`src/rtl/opcode_alu_func_issue_if.sv`:
```
// Issue-stage bundle between the opcode source, the ALU-function register and the ALU.
// The master side drives opcodes and ALU back-pressure; the slave side is the issue block.
interface opcode_alu_func_issue_if;
    logic       in_valid;
    logic       in_ready;
    logic [5:0] opFunc;
    logic       flush;
    logic       out_valid;
    logic       out_ready;
    logic [4:0] func;
    logic       illegal;
    logic       hilo_busy;

    modport master (
        output in_valid, opFunc, flush, out_ready,
        input  in_ready, out_valid, func, illegal, hilo_busy
    );

    modport slave (
        input  in_valid, opFunc, flush, out_ready,
        output in_ready, out_valid, func, illegal, hilo_busy
    );
endinterface

```
`src/rtl/opcode_alu_func_issue.sv`:
```
// Maps a decoded opcode class onto a registered ALU function (one-entry output register)
// and stalls HI/LO consumers while a multi-cycle multiply/divide still owns HI/LO.
module opcode_alu_func_issue #(
    parameter int unsigned MULT_CYCLES = 4,
    parameter int unsigned DIV_CYCLES  = 32,
    parameter bit          HAS_MULDIV  = 1'b1
) (
    input  logic                   clock,
    input  logic                   reset_n,
    opcode_alu_func_issue_if.slave bus
);

    typedef enum logic [5:0] {
        OP_ADD = 6'd0, OP_ADDI, OP_ADDIU, OP_ADDU,
        OP_LB, OP_LBU, OP_LH, OP_LHU, OP_LW, OP_SB, OP_SH, OP_SW,
        OP_SUB, OP_SUBU, OP_BEQ, OP_BNE,
        OP_AND, OP_ANDI, OP_OR, OP_ORI, OP_XOR, OP_XORI, OP_NOR,
        OP_SLT, OP_SLTI, OP_SLTIU, OP_SLTU,
        OP_LUI, OP_SLL, OP_SLLV, OP_SRL, OP_SRLV, OP_SRA, OP_SRAV,
        OP_MULT, OP_MULTU, OP_DIV, OP_DIVU,
        OP_MFHI, OP_MFLO, OP_MTHI, OP_MTLO,
        OP_BGEZ, OP_BGTZ, OP_BLEZ, OP_BLTZ, OP_BGEZAL, OP_BLTZAL,
        OP_J, OP_JAL, OP_JR, OP_JALR,
        OP_BREAK, OP_SYSCALL, OP_MFC0, OP_MTC0, OP_NOP
    } opcode_e;

    typedef enum logic [4:0] {
        ALU_NONE = 5'd0, ALU_ADD, ALU_SUB, ALU_AND, ALU_OR, ALU_XOR, ALU_NOR,
        ALU_SLTS, ALU_SLTU, ALU_SLL, ALU_SRL, ALU_SRA,
        ALU_MULS, ALU_MULU, ALU_DIVS, ALU_DIVU,
        ALU_MFHI, ALU_MFLO, ALU_MTHI, ALU_MTLO
    } alu_func_e;

    localparam logic [5:0] MULT_LOAD = 6'(MULT_CYCLES);
    localparam logic [5:0] DIV_LOAD  = 6'(DIV_CYCLES);

    alu_func_e  dec_func;
    logic       dec_illegal;
    logic       dec_mul;
    logic       dec_div;
    logic       dec_hilo;

    logic       out_valid_q, out_valid_d;
    alu_func_e  func_q, func_d;
    logic       illegal_q, illegal_d;
    logic [5:0] busy_cnt_q, busy_cnt_d;
    logic       hilo_busy_q, hilo_busy_d;

    logic       hazard;
    logic       in_ready;
    logic       accept;

    always_comb begin
        // NOTE: every output gets a default before the case, so no path can infer a latch.
        dec_func    = ALU_NONE;
        dec_illegal = 1'b0;
        dec_mul     = 1'b0;
        dec_div     = 1'b0;
        dec_hilo    = 1'b0;
        case (bus.opFunc)
            OP_ADD, OP_ADDI, OP_ADDIU, OP_ADDU,
            OP_LB, OP_LBU, OP_LH, OP_LHU, OP_LW,
            OP_SB, OP_SH, OP_SW:                     dec_func = ALU_ADD;
            OP_SUB, OP_SUBU, OP_BEQ, OP_BNE:         dec_func = ALU_SUB;
            OP_AND, OP_ANDI:                         dec_func = ALU_AND;
            OP_OR, OP_ORI:                           dec_func = ALU_OR;
            OP_XOR, OP_XORI:                         dec_func = ALU_XOR;
            OP_NOR:                                  dec_func = ALU_NOR;
            OP_SLT, OP_SLTI:                         dec_func = ALU_SLTS;
            OP_SLTU, OP_SLTIU:                       dec_func = ALU_SLTU;
            OP_LUI, OP_SLL, OP_SLLV:                 dec_func = ALU_SLL;
            OP_SRL, OP_SRLV:                         dec_func = ALU_SRL;
            OP_SRA, OP_SRAV:                         dec_func = ALU_SRA;
            OP_MULT:  begin dec_func = ALU_MULS; dec_mul = 1'b1; dec_hilo = 1'b1; end
            OP_MULTU: begin dec_func = ALU_MULU; dec_mul = 1'b1; dec_hilo = 1'b1; end
            OP_DIV:   begin dec_func = ALU_DIVS; dec_div = 1'b1; dec_hilo = 1'b1; end
            OP_DIVU:  begin dec_func = ALU_DIVU; dec_div = 1'b1; dec_hilo = 1'b1; end
            OP_MFHI:  begin dec_func = ALU_MFHI; dec_hilo = 1'b1; end
            OP_MFLO:  begin dec_func = ALU_MFLO; dec_hilo = 1'b1; end
            OP_MTHI:  begin dec_func = ALU_MTHI; dec_hilo = 1'b1; end
            OP_MTLO:  begin dec_func = ALU_MTLO; dec_hilo = 1'b1; end
            OP_BGEZ, OP_BGTZ, OP_BLEZ, OP_BLTZ, OP_BGEZAL, OP_BLTZAL,
            OP_J, OP_JAL, OP_JR, OP_JALR,
            OP_BREAK, OP_SYSCALL, OP_MFC0, OP_MTC0, OP_NOP: dec_func = ALU_NONE;
            default:                                 dec_illegal = 1'b1;
        endcase

        // Without a mul/div unit every HI/LO op is simply an unsupported class.
        if (!HAS_MULDIV && dec_hilo) begin
            dec_func    = ALU_NONE;
            dec_illegal = 1'b1;
            dec_mul     = 1'b0;
            dec_div     = 1'b0;
            dec_hilo    = 1'b0;
        end
    end

    assign hazard   = hilo_busy_q && dec_hilo;
    assign in_ready = (!out_valid_q || bus.out_ready) && !hazard && !bus.flush;
    assign accept   = bus.in_valid && in_ready;

    always_comb begin
        out_valid_d = out_valid_q;
        func_d      = func_q;
        illegal_d   = illegal_q;
        if (bus.flush) begin
            out_valid_d = 1'b0;
        end else if (accept) begin
            out_valid_d = 1'b1;
            func_d      = dec_func;
            illegal_d   = dec_illegal;
        end else if (bus.out_ready) begin
            out_valid_d = 1'b0;
        end
    end

    // Flush only empties the output register; an issued mul/div keeps counting.
    always_comb begin
        busy_cnt_d = busy_cnt_q;
        if (!HAS_MULDIV) begin
            busy_cnt_d = '0;
        end else if (accept && dec_mul) begin
            busy_cnt_d = MULT_LOAD;
        end else if (accept && dec_div) begin
            busy_cnt_d = DIV_LOAD;
        end else if (busy_cnt_q != '0) begin
            busy_cnt_d = busy_cnt_q - 6'd1;
        end
        hilo_busy_d = (busy_cnt_d != '0);
    end

    always_ff @(posedge clock or negedge reset_n) begin
        if (!reset_n) begin
            out_valid_q <= 1'b0;
            func_q      <= ALU_NONE;
            illegal_q   <= 1'b0;
            busy_cnt_q  <= '0;
            hilo_busy_q <= 1'b0;
        end else begin
            // NOTE: non-blocking updates so every flop samples pre-edge values.
            out_valid_q <= out_valid_d;
            func_q      <= func_d;
            illegal_q   <= illegal_d;
            busy_cnt_q  <= busy_cnt_d;
            hilo_busy_q <= hilo_busy_d;
        end
    end

    assign bus.in_ready  = in_ready;
    assign bus.out_valid = out_valid_q;
    assign bus.func      = func_q;
    assign bus.illegal   = illegal_q;
    assign bus.hilo_busy = hilo_busy_q;

endmodule
```
`src/flat_wrapper.sv`:
```
// flat-port wrapper written by rule: the top's interface ports become plain ports
module opcode_alu_func_issue_flat 
#(
    parameter int unsigned MULT_CYCLES = 4,
    parameter int unsigned DIV_CYCLES  = 32,
    parameter bit          HAS_MULDIV  = 1'b1
)
  (clock, reset_n, bus_in_valid, bus_opFunc, bus_flush, bus_out_ready, bus_in_ready, bus_out_valid, bus_func, bus_illegal, bus_hilo_busy);
  opcode_alu_func_issue_if bus_i ();
  input  logic clock;
  input  logic reset_n;
  input wire logic [$bits(bus_i.in_valid)-1:0] bus_in_valid;
  input wire logic [$bits(bus_i.opFunc)-1:0] bus_opFunc;
  input wire logic [$bits(bus_i.flush)-1:0] bus_flush;
  input wire logic [$bits(bus_i.out_ready)-1:0] bus_out_ready;
  output wire logic [$bits(bus_i.in_ready)-1:0] bus_in_ready;
  output wire logic [$bits(bus_i.out_valid)-1:0] bus_out_valid;
  output wire logic [$bits(bus_i.func)-1:0] bus_func;
  output wire logic [$bits(bus_i.illegal)-1:0] bus_illegal;
  output wire logic [$bits(bus_i.hilo_busy)-1:0] bus_hilo_busy;
  assign bus_i.in_valid = bus_in_valid;
  assign bus_i.opFunc = bus_opFunc;
  assign bus_i.flush = bus_flush;
  assign bus_i.out_ready = bus_out_ready;
  assign bus_in_ready = bus_i.in_ready;
  assign bus_out_valid = bus_i.out_valid;
  assign bus_func = bus_i.func;
  assign bus_illegal = bus_i.illegal;
  assign bus_hilo_busy = bus_i.hilo_busy;
  opcode_alu_func_issue #(.MULT_CYCLES(MULT_CYCLES), .DIV_CYCLES(DIV_CYCLES), .HAS_MULDIV(HAS_MULDIV)) u_core (.clock(clock), .reset_n(reset_n), .bus(bus_i));
endmodule
```
`config.mk`:
```
export PLATFORM = sky130hd
export DESIGN_NAME = opcode_alu_func_issue_flat
export DESIGN_NICKNAME = d
export VERILOG_FILES = /design/src/rtl/opcode_alu_func_issue_if.sv /design/src/rtl/opcode_alu_func_issue.sv /design/src/flat_wrapper.sv
export SDC_FILE = /design/constraint.sdc
export NUM_CORES = 1
export LEC_CHECK = 0
export ABC_AREA = 1
export CORE_MARGIN = 3
export CORE_UTILIZATION = 25
export DETAILED_ROUTE_END_ITERATION = 12
export PLACE_DENSITY_LB_ADDON = 0.25
export SYNTH_ARGS = -nofsm -noshare
export SYNTH_HDL_FRONTEND = slang
export SYNTH_SLANG_ARGS = --single-unit
```
`constraint.sdc`:
```
create_clock -name clock -period 3.85 [get_ports clock]
set_input_delay 0.5775 -clock clock [delete_from_list [all_inputs] [get_ports clock]]
set_output_delay 0.5775 -clock clock [all_outputs]
set_load 0.005 [all_outputs]
```
# == After elaboration in Yosys (flattened, before gate mapping) ==
# Cells that the tools add are included.
# classes
addsub,1
eq_ne,56
mux,11
n_bitwise,1
reduce_logical,29
# ops
operator,count
$eq A6 B6 Y1 const B,25
$eq A6 B5 Y1 const B,16
$pmux W5 S19,1
$reduce_or A57 Y1,1
$eq A6 B4 Y1 const B,8
$eq A6 B3 Y1 const B,4
$mux W6,3
$reduce_or A2 Y1,9
$eq A6 B2 Y1 const B,2
$reduce_bool A6 Y1,2
$reduce_or A12 Y1,1
$reduce_or A8 Y1,1
$mux W1,7
$eq A6 B1 Y1 const B,1
$logic_and A1 B1 Y1,6
$logic_not A6 Y1,1
$sub A6 B1 Y6 const B,1
$reduce_or A4 Y1,1
$logic_not A1 Y1,3
$reduce_bool A3 Y1,1
$reduce_or A3 Y1,1
$reduce_and A2 Y1,1
$logic_or A1 B1 Y1,1
$not A1 Y1,1
# totals
regBits,14
in_bits,11
word_cells,103

# == Longest topological paths before layout ==
# logic_depth
word_depth,12
mapped_depth,12

# == Worst setup path before layout ==
# No wires, ideal clock.
# synth_path
path_kind,in2out
from,input bus_opFunc[4]
to,output bus_in_ready
t_arrival_ns,1.234
slack_ns,2.039
path_stages,8
cell_sequence,inv_1 > nand2_1 > nor2_1 > nor2_2 > nand2_2 > nand2_4 > nand2_4 > inv_1
# synth_via
elab_chain_cells,7
word_cells_on_any_way,14
# synth_rtl
element,line_no,rtl
"start, declared",flat_wrapper.sv:13,input wire logic [$bits(bus_i.opFunc)-1:0] bus_opFunc;
$eq A6 B6 Y1,opcode_alu_func_issue.sv:60,case (bus.opFunc)
$reduce_or A8 Y1 (no source line) *,--,
$mux W1 *,opcode_alu_func_issue.sv:60,
$logic_and A1 B1 Y1 *,opcode_alu_func_issue.sv:98,assign hazard = hilo_busy_q && dec_hilo;
$logic_not A1 Y1 *,opcode_alu_func_issue.sv:99,assign in_ready = (!out_valid_q || bus.out_ready) && !hazard && !bus.flush;
$logic_and A1 B1 Y1 * (2 in a row),opcode_alu_func_issue.sv:99,
"end, declared",flat_wrapper.sv:16,output wire logic [$bits(bus_i.in_ready)-1:0] bus_in_ready;
# Mark *: on every way between the ends. The rest lies on a longest branch, timed or not.

# == Worst setup path in the final report ==
# layout_path
from,input bus_opFunc[3]
to,output bus_in_ready
# The elaborated chain is that of the path after synthesis.

==> impl.org <==
** Outcome
- Outcome :: finished, final reports clean

** Global route
- Global routing's busiest layer :: met2
- For this run, global-route usage on met2 was measured as 0.168.
- In the global route stage, met3 resource usage came out at 0.0355.
- GR Overflow Total :: 0
- Antenna violations before repair :: 0
- Vias in the first global route :: 1005
- The first global-routing pass estimated about 4.1 mm of wire.
- Entering global routing, the biggest net connects 15 pins.
- For this run, global-route usage on met1 was measured as 0.121.
- Aggregate global-route resource usage :: 0.0992

** Die
- Core Region :: ~3900 sq um
- Die Area :: ~5000 sq um
- From left edge to right edge, the die measures a little over 70 microns.
- After floorplanning, the core was divided into 22 placement rows.
- Effective utilization at floorplan :: 0.271
- Pin placement for this block handled 20 I/O pins.
- Height of the die :: roughly 70 microns

** STA
- Final Hold Fails :: 0
- In the finished design, the share of the clock period the worst path needs comes to 0.772.
- Static timing analysis puts the maximum clock frequency at about 340 MHz.
- Post-layout min period :: 2.97 ns
- Setup violations remaining at the end of the flow were counted as 0.
- Clock skew on the completed layout was measured at 0.000894 ns.
- Setup repair after global routing left no endpoint under its margin.
- Actual transition at the worst max-transition pin :: between 0.6 and 0.7 ns
- The max-slew violation count was 0.
- Worst-case headroom to the max-slew limit :: 0.581
- In the post-route analysis, the smallest setup slack over all paths is between 0.8 and 0.9 ns.
- Setup Total Neg Slack :: 0 ns

** Run
- Number of violations of the max-capacitance limit :: 0

** Placement
- Before CTS, the worst setup slack after placement is slightly below 0.9 ns.
- Routability congestion estimate from global placement :: slightly below 0.9
- Sum of net half-perimeters after detailed placement :: between 2 and 2.5 mm
- Count of buffers inserted at the top-level ports :: 19

** Logic synthesis
- In this run, synthesis produced a sequential element count of 14.
- The share of the Yosys chip area taken by registers is 0.335.
- Count of mapped cells out of synthesis :: 153
- The number of nets handed over by synthesis was around 170.
- Dividing the synthesized area by the synthesized cell count gives about 7 sq um.
- In this run, distinct cell masters in the synthesized netlist total 28.
- Number of warnings issued by yosys :: 0
- Cell area after technology mapping :: 1050 sq um

** Cells and area
- Filler instances :: 416
- Number of nets in the layout :: around 190
- The number of antenna diodes in the final layout is 0.
- Fraction of layout instances using a drive strength above 1 :: 0.126
- The area growth from synthesis to layout is 26.8%.

** Power and ir drop
- Overall power consumption after layout is estimated at 0.000623 W.
- Pwr/cell area :: approximately 470 nW/um^2
- Leakage :: roughly 0.67 nW
- Worst supply voltage drop on vdd :: between 200 and 250 uV

** Setup path
- Along the worst path, the maximum fanout reaches 6.
- Dominant delay contributor by cell family on the critical path :: buffers and inverters
- Worst setup path class :: input port to output port
- The largest single stage delay on the critical path is approximately 0.6 ns.
- The critical path contains buffers and inverters numbering 4 combined.
- The worst setup path is launched from an input port.
- The critical path goes through clkdlybuf4s50_1, inv_2, nand2_1, nor2_1, nor2_2, nand2_2, nand2_4, nand2_4, inv_1, clkdlybuf4s50_1.
- Nature of the critical path endpoint :: output port
- Slowest cell on crit path :: clkdlybuf4s50_1
- For the worst setup path, the data arrival time is about 2.4 ns.
- Required time of the critical path :: roughly 3.3 ns

** Route
- Across all layers, the routed design uses between 1000 and 1500 vias.
- Initial DRC Count :: 72
- Number of remaining DRC errors :: 0
- Drt first pass iters :: 4
- Vias per inst :: approximately 4.7
- After detailed routing, the average wire length per cell comes to 11.1 microns.
- Routed WL :: between 2 and 2.5 mm
- Once detail routing completed, the nets flagged for antenna violations numbered 0.

** Worst hold path
- HP Class :: flip-flop to flip-flop

** Clock network
- Cts hold-fix bufs :: 0
- Once the clock tree was built, the setup fixing pass inserted 0 buffers.
- Maximum buffer depth of the clock tree :: 2
- In this run the number of H-tree levels came out at 1.
- In this run the clock root is driven by a clkbuf_8.
- In this run, post-CTS repair resized a total of 0 instances.
- For this design, the sink count on the clock tree is 14.
- Clock latency on the worst-skew pair, taken at its later pin, is approximately 0.24 ns.
- TritonCTS created 3 clock buffers.
- Clock slew at the register clock pins of the worst setup and hold paths :: ~0.050 ns
- Clock tree from TritonCTS :: yes
==> per-layer routing <==
metal  up-vias  routed length (microns)
li1        536                        -
met1       456                     1100
met2        42                     1160
met3         4                      177
met4         0                       10
met5         -                        0
==> cell usage in the layout, fill, tap and decap left out, types with 2 or more instances in the layout <==
master / count
nand3_1: 10
o21ai_1: 3
ha_1: 2
nor3_1: 2
nand2_1: 36
dfrtp_1: 14
nand4_1: 2
inv_1: 24
a21oi_1: 7
nor2_2: 5
inv_2: 5
o21ai_0: 10
clkdlybuf4s50_1: 19
o21ai_2: 2
nor2_1: 13
xor2_1: 2
nand2_4: 2
o31ai_1: 2
clkbuf_8: 3
nand2_2: 2
==> through the flow <==
step,utilization,std cells,cell area [sq um],hold slack (ns)
after floorplan,-,153,1050,0.282
after global placement,0.333,219,1280,0.471
after detailed placement,0.333,219,1280,0.470
after CTS,0.344,222,1330,0.488
after global routing,0.344,222,1330,0.522
final,0.344,222,1330,0.482
==> registers in the layout (all words and copies together) (netlist names) <==
signal / flops
u_core.bus.func: 5
u_core.bus.hilo_busy: 1
u_core.bus.illegal: 1
u_core.bus.out_valid: 1
u_core.busy_cnt_q: 6
==> kinds of logic after synthesis <==
| kind of cell | after synthesis | share of synthesized area |
|---|---|---|
| flops | 14 | 0.335 |
| fa+ha+maj | 2 | 0.0239 |
| compound gates | 29 | 0.161 |
| simple gates | 76 | 0.348 |
| buf+inv | 30 | 0.115 |
| xor+xnor | 2 | 0.0167 |
==> final cells by class <==
class / instances / area, sq um / share of cell area
clock buffer: 3 / 41.3 / 0.0311
inverter: 29 / 109 / 0.0821
multi-input combinational: 109 / 576 / 0.434
sequential: 14 / 350 / 0.264
tap: 48 / 60.1 / 0.0453
timing repair buffer: 19 / 190 / 0.143
==> power breakdown <==
part	leakage, nW	switching (W)	internal [W]
sequential	0.172	0.0000334	0.000195
combinational	0.474	0.000162	0.000116
clock	0.0216	0.0000469	0.0000691
==> synthesized netlist by cell type <==
cell type / instances / share of area
inv_1: 24 / 0.086
nand4_1: 2 / 0.012
dfrtp_1: 14 / 0.33
a31oi_1: 1 / 0.0060
o22ai_1: 1 / 0.0060
inv_2: 5 / 0.018
nand2_2: 2 / 0.012
nor2_2: 5 / 0.030
xor2_1: 2 / 0.017
o21ai_2: 2 / 0.017
nand2_1: 36 / 0.13
ha_1: 2 / 0.024
a21oi_1: 7 / 0.033
nor2_1: 13 / 0.047
nor2_4: 1 / 0.011
nand3_2: 1 / 0.0096
o21bai_1: 1 / 0.0072
nor3_1: 2 / 0.0096
o2111ai_1: 1 / 0.0084
o21ai_1: 3 / 0.014
a211oi_1: 1 / 0.0072
nand2_4: 2 / 0.022
nand3b_1: 1 / 0.0072
nand3_1: 10 / 0.048
o31ai_1: 2 / 0.014
o21ai_0: 10 / 0.048
buf_6: 1 / 0.011
nand4_2: 1 / 0.012
==> final timing paths <==
path / slack [ns] / cells after the start / from / end
worst max-delay path: 0.88 / 10 / bus_opFunc[3] / bus_in_ready
worst min-delay path: 0.48 / 2 / u_core.bus.func[3] / u_core.bus.func[3]
worst max register to register: 2.23 / 9 / u_core.busy_cnt_q[0] / u_core.bus.hilo_busy
worst min register to register: 0.48 / 2 / u_core.bus.func[3] / u_core.bus.func[3]
max in group asynchronous: 2.72 / 1 / reset_n / u_core.bus.func[3]
min in group asynchronous: 0.73 / 1 / reset_n / u_core.bus.func[1]
==> tightest hold or removal path, stage by stage, from the launching register on <==
cell	delay, ns
dfrtp_1	0.34
nand2_1	0.06
o21ai_2	0.05
No activity file was read; power rests on OpenSTA's default activity.
